`src/rtl/shot_exchange_ctl.sv`:
```
// Shot exchange sequencer for the battleship byte link: sends own shots with retry on timeout,
// and answers incoming shots from the local ship board.
module shot_exchange_ctl #(
  parameter int unsigned TIMEOUT_CYC = 65_000_000,
  parameter int unsigned RETRY_MAX   = 3,
  parameter logic [7:0]  HDR_SHOT    = 8'hA5,
  parameter logic [7:0]  HDR_ANS     = 8'hC3
) (
  input  logic       clk,
  input  logic       rst_n,
  input  logic       i_fire_req,
  input  logic [7:0] i_fire_pos,
  output logic [7:0] o_tx_data,
  output logic       o_tx_valid,
  input  logic       i_tx_ready,
  input  logic [7:0] i_rx_data,
  input  logic       i_rx_valid,
  output logic       o_board_rd_en,
  output logic [7:0] o_board_rd_addr,
  input  logic       i_board_rd_data,
  output logic       o_busy,
  output logic       o_shot_done,
  output logic       o_shot_hit,
  output logic       o_rx_shot_done,
  output logic [7:0] o_rx_shot_pos,
  output logic       o_rx_shot_hit,
  output logic       o_bad_pos,
  output logic       o_link_err
);

  localparam int unsigned CntW = (TIMEOUT_CYC > 1) ? $clog2(TIMEOUT_CYC) : 1;
  localparam int unsigned RtyW = (RETRY_MAX > 0) ? $clog2(RETRY_MAX + 1) : 1;

  typedef enum logic [3:0] {
    StIdle, StTxShH, StTxShP, StWtAH, StWtAV, StRxPos, StLookup, StLkWait, StTxAnH, StTxAnV
  } state_e;

  state_e          r_state;
  logic [CntW-1:0] r_cnt;
  logic [RtyW-1:0] r_retry;
  logic [7:0]      r_pos;
  logic [7:0]      r_tx_data;
  logic            r_tx_valid;
  logic            r_board_rd_en;
  logic [7:0]      r_board_rd_addr;
  logic            r_busy;
  logic            r_shot_done;
  logic            r_shot_hit;
  logic            r_rx_shot_done;
  logic [7:0]      r_rx_shot_pos;
  logic            r_rx_shot_hit;
  logic            r_bad_pos;
  logic            r_link_err;

  logic w_rx_shot_hdr;
  logic w_fire_ok;
  logic w_rx_pos_ok;
  logic w_ans_ok;
  logic w_expired;

  assign w_rx_shot_hdr = i_rx_valid && (i_rx_data == HDR_SHOT);
  assign w_fire_ok     = (i_fire_pos[7:4] <= 4'd9) && (i_fire_pos[3:0] <= 4'd9);
  assign w_rx_pos_ok   = (i_rx_data[7:4] <= 4'd9) && (i_rx_data[3:0] <= 4'd9);
  assign w_ans_ok      = i_rx_valid && (i_rx_data[7:1] == 7'd0);
  assign w_expired     = (r_cnt == CntW'(TIMEOUT_CYC - 1));

  always_ff @(posedge clk or negedge rst_n) begin
    if (!rst_n) begin
      r_state         <= StIdle;
      r_cnt           <= '0;
      r_retry         <= '0;
      r_pos           <= '0;
      r_tx_data       <= '0;
      r_tx_valid      <= 1'b0;
      r_board_rd_en   <= 1'b0;
      r_board_rd_addr <= '0;
      r_busy          <= 1'b0;
      r_shot_done     <= 1'b0;
      r_shot_hit      <= 1'b0;
      r_rx_shot_done  <= 1'b0;
      r_rx_shot_pos   <= '0;
      r_rx_shot_hit   <= 1'b0;
      r_bad_pos       <= 1'b0;
      r_link_err      <= 1'b0;
    end else begin
      r_shot_done    <= 1'b0;
      r_rx_shot_done <= 1'b0;
      r_bad_pos      <= 1'b0;
      r_link_err     <= 1'b0;
      r_board_rd_en  <= 1'b0;
      case (r_state)
        StIdle: begin
          // An incoming shot has priority; a simultaneous fire request is dropped.
          if (w_rx_shot_hdr) begin
            r_state <= StRxPos;
            r_busy  <= 1'b1;
          end else if (i_fire_req) begin
            if (w_fire_ok) begin
              r_pos      <= i_fire_pos;
              r_retry    <= '0;
              r_state    <= StTxShH;
              r_busy     <= 1'b1;
              r_tx_valid <= 1'b1;
              r_tx_data  <= HDR_SHOT;
            end else begin
              r_bad_pos <= 1'b1;
            end
          end
        end
        StTxShH: if (i_tx_ready) begin
          r_state   <= StTxShP;
          r_tx_data <= r_pos;
        end
        StTxShP: if (i_tx_ready) begin
          r_state    <= StWtAH;
          r_tx_valid <= 1'b0;
          r_tx_data  <= '0;
          r_cnt      <= '0;
        end
        StWtAH, StWtAV: begin
          // A completing answer byte wins over timeout expiry in the same cycle.
          if ((r_state == StWtAV) && w_ans_ok) begin
            r_state     <= StIdle;
            r_busy      <= 1'b0;
            r_shot_hit  <= i_rx_data[0];
            r_shot_done <= 1'b1;
          end else if (w_expired) begin
            if (r_retry < RtyW'(RETRY_MAX)) begin
              r_retry    <= r_retry + RtyW'(1);
              r_state    <= StTxShH;
              r_tx_valid <= 1'b1;
              r_tx_data  <= HDR_SHOT;
            end else begin
              r_link_err <= 1'b1;
              r_state    <= StIdle;
              r_busy     <= 1'b0;
            end
          end else begin
            r_cnt <= r_cnt + CntW'(1);
            if (i_rx_valid) begin
              r_state <= ((r_state == StWtAH) && (i_rx_data == HDR_ANS)) ? StWtAV : StWtAH;
            end
          end
        end
        StRxPos: if (i_rx_valid) begin
          if (w_rx_pos_ok) begin
            r_state         <= StLookup;
            r_rx_shot_pos   <= i_rx_data;
            r_board_rd_en   <= 1'b1;
            r_board_rd_addr <= i_rx_data;
          end else begin
            r_state <= StIdle;
            r_busy  <= 1'b0;
          end
        end
        StLookup: r_state <= StLkWait;
        StLkWait: begin
          r_rx_shot_hit <= i_board_rd_data;
          r_state       <= StTxAnH;
          r_tx_valid    <= 1'b1;
          r_tx_data     <= HDR_ANS;
        end
        StTxAnH: if (i_tx_ready) begin
          r_state   <= StTxAnV;
          r_tx_data <= {7'd0, r_rx_shot_hit};
        end
        StTxAnV: if (i_tx_ready) begin
          r_state        <= StIdle;
          r_busy         <= 1'b0;
          r_tx_valid     <= 1'b0;
          r_tx_data      <= '0;
          r_rx_shot_done <= 1'b1;
        end
        default: begin
          r_state    <= StIdle;
          r_busy     <= 1'b0;
          r_tx_valid <= 1'b0;
        end
      endcase
    end
  end

  assign o_tx_data       = r_tx_data;
  assign o_tx_valid      = r_tx_valid;
  assign o_board_rd_en   = r_board_rd_en;
  assign o_board_rd_addr = r_board_rd_addr;
  assign o_busy          = r_busy;
  assign o_shot_done     = r_shot_done;
  assign o_shot_hit      = r_shot_hit;
  assign o_rx_shot_done  = r_rx_shot_done;
  assign o_rx_shot_pos   = r_rx_shot_pos;
  assign o_rx_shot_hit   = r_rx_shot_hit;
  assign o_bad_pos       = r_bad_pos;
  assign o_link_err      = r_link_err;

endmodule

```
`config.mk`:
```
export PLATFORM = sky130hd
export DESIGN_NAME = shot_exchange_ctl
export DESIGN_NICKNAME = d
export VERILOG_FILES = /design/src/rtl/shot_exchange_ctl.sv
export SDC_FILE = /design/constraint.sdc
export NUM_CORES = 1
export LEC_CHECK = 0
export BUFFER_PORTS_ARGS = -buffer_cell sky130_fd_sc_hd__buf_2
export CAP_MARGIN = 20
export CORE_MARGIN = 3
export CORE_UTILIZATION = 42
export CTS_CLUSTER_SIZE = 14
export DETAILED_ROUTE_END_ITERATION = 10
export REMOVE_ABC_BUFFERS = 1
export SYNTH_ARGS = -nofsm -noshare
export SYNTH_HDL_FRONTEND = slang
export SYNTH_SLANG_ARGS = --single-unit
```
`constraint.sdc`:
```
create_clock -name clk -period 2.4 [get_ports clk]
set_input_delay 0.48 -clock clk [delete_from_list [all_inputs] [get_ports clk]]
set_output_delay 0.48 -clock clk [all_outputs]
set_load 0.02 [all_outputs]
```
-- Yosys cells after proc, flatten, opt, wreduce, memory -nomap -nowiden
Index checks and enable logic that the tools add are counted.
W data, S select, Z words.
- equal/unequal tests: 31
- multipliers: 0
- div/mod/pow operators: 0
- magnitude comparators: 5
- bitwise gates (word level): 3
- reductions and logical operators: 24
- shift operators: 0
- mux-type cells: 66
- add/sub/neg operators: 2
- operator list (operator ; count):
    $mux W26 ; 3
    $mux W8 ; 9
    $pmux W26 S2 ; 1
    $pmux W8 S6 ; 1
    $mux W4 ; 11
    $pmux W4 S9 ; 1
    $mux W1 ; 29
    $add A26 B1 Y26 const B ; 1
    $eq A26 B26 Y1 const B ; 1
    $ne A2 B2 Y1 const B ; 13
    $reduce_and A8 Y1 ; 3
    $eq A4 B3 Y1 const B ; 4
    $eq A8 B8 Y1 const B ; 2
    $le A4 B4 Y1 const B ; 4
    $mux W2 ; 6
    $ne A3 B3 Y1 const B ; 4
    $pmux W1 S5 ; 2
    $reduce_and A10 Y1 ; 1
    $eq A4 B2 Y1 const B ; 2
    $eq A4 B4 Y1 const B ; 2
    $reduce_and A4 Y1 ; 2
    $logic_not A7 Y1 ; 1
    $reduce_and A7 Y1 ; 1
    $logic_and A1 B1 Y1 ; 6
    other kinds (16) ; 21
- bits in read-only memories: 0
- memories kept: 0
- logic and storage cells: 146
- bits in latches: 0
- bits of input ports: 22
- register bits after elaboration: 65
- output and inout bits: 33
- RAM bits: 0

-- Longest topological paths before layout
Gate-level depths: netlist of run 1.
- depth after elaboration: 7
- gate-level depth with buffers: 9
- mapped depth without buffers: 7

-- Least setup slack after synthesis of run 1
Ideal clock, no wire load.
- path kind: flip-flop to flip-flop
- from: register r_cnt[0]
- to: register r_tx_valid (netlist: o_tx_valid)
- path buffers: 0
- stages on the path, launching flop included: 8
- data arrival time: 1.986 ns
- setup slack: 0.287 ns
- setup time: 0.128 ns
- required time: 2.272 ns
- period minus slack after synthesis: 2.113 ns
- cell sequence: dfrtp_1 > ha_1 > and3_1 > nand4_4 > o41ai_2 > nand3_2 > nor3_2 > mux2_1
- word-level cells in the longest chain between the ends: 3
- RTL lines (what ; line ; text):
    from (decl) ; 39 ; logic [CntW-1:0] r_cnt;
    from (signal assigned) ; 139 ; r_cnt <= r_cnt + CntW'(1);
    $eq A26 B26 Y1 ; 65 ; assign w_expired = (r_cnt == CntW'(TIMEOUT_CYC - 1));
    $ne A2 B2 Y1 (no source line) ; n/a ;
    $reduce_and A8 Y1 (no source line) ; n/a ;
    to (signal assigned) ; 74 ; r_tx_valid <= 1'b0;
    to (signal assigned) ; 103 ; r_tx_valid <= 1'b1;
    to (signal assigned) ; 116 ; r_tx_valid <= 1'b0;
    to (decl) ; 43 ; logic r_tx_valid;
No other way between the ends.
A chain may end at the register's enable or synchronous reset.

-- Final worst setup path of run 1
- from: register r_cnt[0]
- to: register r_tx_data[0] (netlist: o_tx_data[0])
- word-level cells in the longest chain between the ends: 3
- RTL lines (what ; line ; text):
    $eq A26 B26 Y1 ; 65 ;
    $ne A2 B2 Y1 (no source line) ; n/a ;
    $reduce_and A10 Y1 (no source line) ; n/a ;
    to (signal assigned) ; 112 ; r_tx_data <= r_pos;
    to (signal assigned) ; 165 ; r_tx_data <= {7'd0, r_rx_shot_hit};
    to (decl) ; 42 ; logic [7:0] r_tx_data;
No other way between the ends.

==> impl_metrics.ini, run 1 <==
[sta]
finalCriticalPeriod_ns = 2.26
setup_slack_ns = 0.137
maxSlewViolCount = 0
grt_setup_unrepaired = no
final.setup_skew_ns = 0.00928
period_share_pct = 94.3
finalSetupViolCount = 0
finalHoldWorstSlack_ns = 0.120
slew_headroom_pct = 62.4
worst_pin_slew_ns = 0.564
setup_tns_ns = 0
hold_viol_final = 0
max_freq_mhz = 442

[die]
die_width_um = 99.3
core-area_sq_um = 8340
io_pins = 55
rows = 33
dieArea_sq_um = 9850
start_util_pct = 43.8
die_h_um = 99.3

[finish]
final_cell_area_sq_um = 4370
layout_common_cells = dfrtp_1, buf_2, o21ai_0, nand2_1, buf_4
final_common_cell = dfrtp_1
area_delta_synth_final_pct = 19.6
num-fill-cells = 810
drive_gt1_share_pct = 30.6
regArea_sq_um = 1630
nNetsFinal = 477
final_util_pct = 52.4
fin_cells = 563
multi_input_comb_area_sq_um = 1880
diodes = 0

[clock_network]
clockRootBuffer = clkbuf_8
clock_latency_ns = 0.34
clkSinkCount = 65
cts_max_level = 3
cts_buffers = 9
tritoncts = yes
ctsLongestPathBuffers = 2
clk_pin_slew_ns = 0.07

[synthesis]
synth_area_leaders = dfrtp_1, mux2_2, o21ai_0
synth_top_area_cell = dfrtp_1
synth_seq_cells = 65
synthCells = 379
syn_area_sq_um = 3650
yosysUniqueCellTypes = 58
ys.flop_type = dfrtp_1
yosysWarningCount = 0
avgSynthCellArea_sq_um = 9.64
synth_top_area_share_pct = 44.5
yosysSeqAreaShare_pct = 44.5
async_flop_share_pct = 100
synth_edf_count = 0

[setup_path]
crit_arrival_ns = 2.49
worstPathMaxFanout = 7
ff2ff_path_depth = 7
cp-start-kind = flop
critPathCaptureType = flop
cp_data_required_time_ns = 2.62
crit_type = flop to flop

[placed_design]
port_buffers = 54
place_inst = 542
dpl_worst_slack_ns = 0.0695
hpwl_um = 6560
gp_congestion = 0.893
placed_cell_area_sq_um = 4130

[job]
max-cap-violations = 0

[grt]
grt_pass1_vias = 3047
grt_antenna_before_repair = 0
grt_pass1_wl_um = 15000
grt_max_degree = 27
globalRouteOverflowTotal = 0
track_usage_pct = 19.1

[power_and_ir_drop]
power_density_nw_per_um2 = 969
peakVddDrop_mv = 0.369
leakagePower_nw = 2.10
power.total_mw = 4.23

[detailed_routing]
drt_iter0_drc = 225
routed_via_density = 5.56
first_pass_iters = 5
ant_nets = 0
num_vias = 3131
remaining_drc_errors = 0
wl_per_cell_um = 15.9
drt_wl_total_um = 8960

[hold_path]
hp-class = input pin to asynchronous set/reset pin

[outcome]
outcome = finished clean
routing by layer:
| layer | vias to the layer above | part of all wire (%) | global-route usage [%] | routed length (um) |
|---|---|---|---|---|
| met5 | - | 0 | 0 | 0 |
| met4 | 0 | 0.40 | 5.04 | 36 |
| met3 | 2 | 6.8 | 5.68 | 605 |
| met2 | 89 | 45 | 27.8 | 4050 |
| met1 | 1499 | 48 | 27.7 | 4270 |
| li1 | 1541 | - | - | - |
synth_stat cells, types with 2 or more instances:
master and n:
nor3_2 3, and3_1 14, or4_1 3, nor3_1 6
a21oi_1 10, and2_1 7, o21ai_0 39, mux2_1 7
a22oi_1 2, or2_2 2, mux2i_1 6, nand2_1 39
dfrtp_1 65, o211ai_1 4, buf_2 5, nand3_1 17
nor2b_1 3, o31ai_1 13, nand2b_1 2, a31oi_1 8
ha_1 2, inv_1 10, clkbuf_1 9, nand4_1 8
and4b_1 2, o21a_1 2, buf_4 10, o22ai_1 2
o21bai_1 2, a21oi_2 2, nor4_1 2, and4_1 4
mux2_2 18, nand3_2 2, or3_1 2, nor2_1 25
registers in the layout (all words and copies together), names as in the netlist:
| name | flops |
|---|---|
| r_retry | 2 |
| o_tx_data | 8 |
| o_busy | 1 |
| o_rx_shot_hit | 1 |
| r_state | 4 |
| r_cnt | 26 |
| o_tx_valid | 1 |
| o_rx_shot_pos | 8 |
| o_shot_hit | 1 |
| o_board_rd_en | 1 |
| o_shot_done | 1 |
| r_pos | 8 |
| o_rx_shot_done | 1 |
| o_link_err | 1 |
| o_bad_pos | 1 |
what timing repair did:
item	in CTS	in global routing
buffers inserted	0	5
setup endpoints to repair	0	36
resized for setup	0	6
hold buffers	0	0
path summary, 6_finish.rpt:
| kind | from | to | slack [ns] |
|---|---|---|---|
| hold / removal | rst_n | r_cnt[8] | 0.12 |
| min in group clk | i_fire_pos[4] | r_pos[4] | 0.37 |
| setup / recovery | r_cnt[0] | o_tx_data[0] | 0.14 |
| hold reg to reg | r_cnt[16] | r_cnt[16] | 0.48 |
| setup reg to reg | r_cnt[0] | o_tx_data[0] | 0.14 |
| max in group asynchronous | rst_n | r_pos[3] | 1.54 |
cell families after synthesis:
| group | Yosys count | synth area share (%) |
|---|---|---|
| compound gates | 92 | 15.7 |
| xor+xnor | 1 | 0.240 |
| fa+ha+maj | 2 | 0.685 |
| buf+inv | 35 | 5.00 |
| flops | 65 | 44.5 |
| mux | 32 | 9.76 |
| simple gates | 152 | 24.1 |
final cells by class:
type,count,share of cell area [%]
multi-input cells,279,42.9
flip-flops and latches,65,37.2
repair buffers,88,12.0
clock buffers,13,3.64
well taps,105,3.01
inverters,10,0.859
clock inverters,3,0.344
critical path, stage by stage, from the launching register on:
cell and delay (ns):
dfrtp_1 0.41, ha_2 0.23, and3_2 0.25, nand4_4 0.13
o41ai_4 0.41, nand3_4 0.16, nor2_8 0.21, mux2_1 0.34
where the power goes:
part | switching [mW] | internal (mW) | leakage (nW)
registers | 0.160 | 1.31 | 0.865
logic | 1.09 | 0.835 | 1.14
clock network | 0.414 | 0.427 | 0.0932
(Power assumes the default switching activity.)
==> run 2, diff against run 1 <==
--- a/config.mk
+++ b/config.mk
@@ -11,6 +11,7 @@
 export CORE_UTILIZATION = 42
 export CTS_CLUSTER_SIZE = 14
 export DETAILED_ROUTE_END_ITERATION = 10
+export GPL_TIMING_DRIVEN = 0
 export REMOVE_ABC_BUFFERS = 1
 export SYNTH_ARGS = -nofsm -noshare
 export SYNTH_HDL_FRONTEND = slang
==> constraint.sdc (replaced) <==
create_clock -name clk -period 2 [get_ports clk]
set_input_delay 0.4 -clock clk [delete_from_list [all_inputs] [get_ports clk]]
set_output_delay 0.4 -clock clk [all_outputs]
set_load 0.02 [all_outputs]
==> run 2 against run 1 <==
Compared with the run above: the run now ends with negative setup slack left; global-route usage increased by 0.84 points; core utilization increased by 4.0 points; clock-buffer cell count decreased by 3; setup slack got worse by 0.31 ns; sequential cell count unchanged; total power increased by 36%; wire length increased by 6.2%; critical endpoint is now o_tx_data[1]; largest cell class unchanged.
==> impl_metrics.ini, run 2 (same netlist as run 1, synthesis figures left out) <==
[setup_path]
cpPeakStageDelay_ns = 0.42
rrSetupSlack_ns = -0.17
crit_arrival_ns = 2.39
path_cells = nor4b_4 > nand4_4 > o41ai_4 > nand3_4 > nor2_8 > mux2_4
cp_top_family = simple AND/OR/NAND/NOR gates
cp-start-kind = flop
r2r_start = r_cnt[10]
cp_num_buf_inv = 0
crit_type = flop to flop
cpMaxStageDelayCell = dfrtp_1
ff2ff_path_depth = 6
cp_data_required_time_ns = 2.22
critPathCaptureType = flop
r2r_end = o_tx_data[1]
worstPathMaxFanout = 7

[die]
start_util_pct = 43.8
core-area_sq_um = 8340
rows = 33
dieArea_sq_um = 9850
die_width_um = 99.3
io_pins = 55
die_h_um = 99.3

[sta]
hold_viol_final = 0
finalCriticalPeriod_ns = 2.17
grt_setup_unrepaired = yes
maxSlewViolCount = 0
setup_tns_ns = -3.00
finalSetupViolCount = 32
slew_headroom_pct = 44.2
finalHoldWorstSlack_ns = 0.157
period_share_pct = 108
worst_pin_slew_ns = 0.836
final.setup_skew_ns = 0.0134
max_freq_mhz = 461
setup_slack_ns = -0.170

[clock_network]
tritoncts = yes
clock_latency_ns = 0.34
clkSinkCount = 65
clockRootBuffer = clkbuf_8
clk_pin_slew_ns = 0.08
ctsLongestPathBuffers = 2
cts_buffers = 9
cts_max_level = 3

[detailed_routing]
ant_nets = 0
first_pass_iters = 4
wl_per_cell_um = 16.9
drt_wl_total_um = 9510
remaining_drc_errors = 0
routed_via_density = 5.74
drt_iter0_drc = 183
num_vias = 3240

[finish]
num-fill-cells = 727
nNetsFinal = 479
top_register = r_cnt
area_delta_synth_final_pct = 28.7
largest_reg_flops = 26
final_cell_area_sq_um = 4700
final_common_cell = dfrtp_1
layout_common_cells = dfrtp_1, buf_2, nand2_1, buf_4, nor2_1
diodes = 0
drive_gt1_share_pct = 41.0

[grt]
grt_max_degree = 66
grt_antenna_before_repair = 0
track_usage_pct = 19.9
globalRouteOverflowTotal = 0
grt_pass1_vias = 3133
grt_pass1_wl_um = 15800

[hold_path]
hp-class = input pin to asynchronous set/reset pin

[power_and_ir_drop]
leakagePower_nw = 2.18
peakVddDrop_mv = 0.581
power_density_nw_per_um2 = 1220

[job]
max-cap-violations = 0

[outcome]
outcome = finished, violations left
failed_checks = negative setup slack

[placed_design]
hpwl_um = 6040
placed_cell_area_sq_um = 3910
dpl_worst_slack_ns = -0.829
port_buffers = 54
gp_congestion = 0.858
[run 2: cell count changes in the layout (fill, tap and decap cells not counted), moves of 7 or more]
cell,change
buf_4,-7
buf_6,+7
dfrtp_1,-8
dfrtp_2,+8
o21ai_0,-23
o21ai_1,+13
o21ai_2,+9
[run 2: through the flow]
step,total power [mW],util (%),cells
after CTS,5.48,54.1,558
final,5.74,56.4,564
after global placement,3.74,46.9,513
after detailed placement,3.78,46.9,513
after global routing,6.11,56.4,564
after floorplan,3.18,-,354
[run 2: power breakdown]
| group | total (mW) | switching [mW] | internal [mW] | leakage [nW] |
|---|---|---|---|---|
| Combinational | 2.78 | 1.57 | 1.21 | 1.22 |
| Clock | 1.20 | 0.507 | 0.695 | 0.102 |
| Sequential | 1.76 | 0.185 | 1.57 | 0.854 |
[run 2: area by class of cell]
cell class	count	area [sq um]	area share (%)
inverter	10	37.5	0.798
sequential	65	1640	34.8
multi-input combinational	281	2120	45.1
tap	105	131	2.79
clock inverter	5	81.3	1.73
clock buffer	10	128	2.71
timing repair buffer	88	567	12.1
[run 2: metal layers]
layer | global-route usage, % | wire length (um)
met1 | 27.6 | 4410
met2 | 30.7 | 4410
met3 | 4.21 | 507
met4 | 7.46 | 186
met5 | 0 | 0
[run 2: how the worst max path moves through the flow]
stage / from / endpoint / depth (start not counted)
final: r_cnt[10] / o_tx_data[1] / 6
after detailed placement: r_state[2] / r_cnt[20] / 5
after CTS: r_cnt[7] / o_tx_data[0] / 6
after global placement: r_state[2] / r_cnt[20] / 5
after floorplan: r_state[2] / r_cnt[24] / 5
after global routing: r_cnt[11] / r_state[2] / 8
[run 2: timing repair]
action,in CTS,in global routing
hold buffers,0,0
setup endpoints to repair,59,57
resized for setup,42,56
pin swaps,17,27
gates cloned,2,0
setup buffers,28,7
==> run 3, diff against run 2 <==
--- a/config.mk
+++ b/config.mk
@@ -13,6 +13,7 @@
 export DETAILED_ROUTE_END_ITERATION = 10
 export GPL_TIMING_DRIVEN = 0
 export REMOVE_ABC_BUFFERS = 1
+export SETUP_SLACK_MARGIN = 0.5
 export SYNTH_ARGS = -nofsm -noshare
 export SYNTH_HDL_FRONTEND = slang
 export SYNTH_SLANG_ARGS = --single-unit
==> constraint.sdc (replaced) <==
create_clock -name clk -period 2 [get_ports clk]
set_input_delay 0.1 -clock clk [delete_from_list [all_inputs] [get_ports clk]]
set_output_delay 0.1 -clock clk [all_outputs]
set_load 0.02 [all_outputs]
==> run 3 against run 2 <==
Compared with the run above: the run still ends with negative setup slack left; clock skew up 0.00061 ns; sequential cell count unchanged; non-clock buffer count up 18.
==> impl_metrics.ini, run 3 (same netlist as run 1, synthesis figures left out) <==
[setup_path]
cp_data_required_time_ns = 2.22
cpPeakStageDelay_ns = 0.42
path_cells = nor4b_4 > nand4_4 > buf_6 > or3_4 > a21oi_2 > nand3_2 > mux2_4
critPathCaptureType = flop
crit_arrival_ns = 2.40
cpMaxStageDelayCell = dfrtp_1
crit_type = flop to flop
worstPathMaxFanout = 3
cp-start-kind = flop
ff2ff_path_depth = 7

[grt]
track_usage_pct = 20.8
grt_antenna_before_repair = 0
grt_max_degree = 66
grt_pass1_vias = 3284
globalRouteOverflowTotal = 0
grt_pass1_wl_um = 16500

[sta]
finalCriticalPeriod_ns = 2.18
max_freq_mhz = 459
setup_tns_ns = -3.87
grt_setup_unrepaired = yes
period_share_pct = 109
worst_pin_slew_ns = 0.851
final.setup_skew_ns = 0.0140
maxSlewViolCount = 0
slew_headroom_pct = 43.3
finalHoldWorstSlack_ns = 0.0210
finalSetupViolCount = 41
hold_viol_final = 0
setup_slack_ns = -0.179

[job]
max-cap-violations = 0

[placed_design]
place_inst = 513
dpl_worst_slack_ns = -0.829
placed_cell_area_sq_um = 3910
hpwl_um = 6040
port_buffers = 54
gp_congestion = 0.858

[finish]
drive_gt1_share_pct = 37.7
area_delta_synth_final_pct = 33.5
final_cell_area_sq_um = 4880
num-fill-cells = 712
top_register = r_cnt
nNetsFinal = 497
final_common_cell = dfrtp_1
fin_cells = 582
diodes = 0
largest_reg_flops = 26
final_util_pct = 58.5
layout_common_cells = dfrtp_1, buf_2, nand2_1, o21ai_0, buf_4

[die]
core-area_sq_um = 8340
rows = 33
dieArea_sq_um = 9850
start_util_pct = 43.8
io_pins = 55
die_h_um = 99.3
die_width_um = 99.3

[power_and_ir_drop]
leakagePower_nw = 2.30
peakVddDrop_mv = 0.612
power_density_nw_per_um2 = 1180
power.total_mw = 5.76

[detailed_routing]
wl_per_cell_um = 17.1
drt_wl_total_um = 9980
drt_iter0_drc = 144
ant_nets = 0
num_vias = 3297
remaining_drc_errors = 0
routed_via_density = 5.66
first_pass_iters = 4

[clock_network]
clock_latency_ns = 0.35
clkSinkCount = 65
cts_buffers = 9
tritoncts = yes
cts_max_level = 3
clockRootBuffer = clkbuf_8
clk_pin_slew_ns = 0.08
ctsLongestPathBuffers = 2

[hold_path]
hp-class = input pin to flop
min_path_cells = 2

[outcome]
failed_checks = negative setup slack
outcome = finished, violations left
run 3: cell types whose count changed in the layout (fill, tap and decap cells not counted), moves of 5 or more:
| cell | before | now |
|---|---|---|
| buf_6 | 7 | 12 |
| dlygate4sd3_1 | 0 | 9 |
| mux2_2 | 18 | 2 |
| mux2_4 | 7 | 19 |
| o21ai_0 | 16 | 32 |
| o21ai_1 | 14 | 8 |
| o21ai_2 | 9 | 0 |
run 3: timing repair:
| item | CTS | global route |
|---|---|---|
| pin swaps | 21 | 13 |
| gates resized for setup | 69 | 19 |
| endpoints found under the hold margin | 73 | 0 |
| endpoints found under the setup margin | 64 | 62 |
| buffers inserted | 35 | 8 |
| hold buffers | 9 | 0 |
| cloned | 2 | 0 |
run 3: per-layer routing:
| metal | global-route usage (%) | part of all wire (%) | up-vias |
|---|---|---|---|
| met5 | 0 | 0 | - |
| met4 | 8.61 | 2.1 | 0 |
| met3 | 4.21 | 5.6 | 20 |
| met2 | 32.5 | 46 | 104 |
| met1 | 28.4 | 46 | 1591 |
| li1 | - | - | 1582 |
run 3: worst max-delay path: cells and delay by family, from the launching register on:
family,cells,cell delay [ns]
AND/OR/NAND/NOR,4,0.99
flip-flops,1,0.42
multiplexers,1,0.32
AO/OA/AOI/OAI,1,0.17
buffers and inverters,1,0.15
run 3: path summary, 6_finish.rpt:
path,to,slack [ns],from
worst max-delay path,r_retry[0],-0.18,r_cnt[10]
max in group asynchronous,r_state[1],0.98,rst_n
worst min-delay path,r_pos[3],0.02,i_fire_pos[3]
worst min register to register,o_tx_data[6],0.48,o_tx_data[6]
worst max register to register,r_retry[0],-0.18,r_cnt[10]
min in group asynchronous,r_cnt[9],0.40,rst_n
run 3: power breakdown:
part | total [mW] | leakage (nW) | switching, mW | internal (mW)
combinational | 2.81 | 1.34 | 1.56 | 1.25
clock | 1.21 | 0.102 | 0.515 | 0.695
sequential | 1.74 | 0.855 | 0.168 | 1.57
run 3: cell type report:
class                   instances  area (sq um)  area share [%]
inverters                      10          37.5           0.770
repair buffers                106           743            15.2
multi-input cells             281          2120            43.5
clock buffers                  10           128            2.62
flip-flops and latches         65          1640            33.5
well taps                     105           131            2.69
clock inverters                 5          81.3            1.67
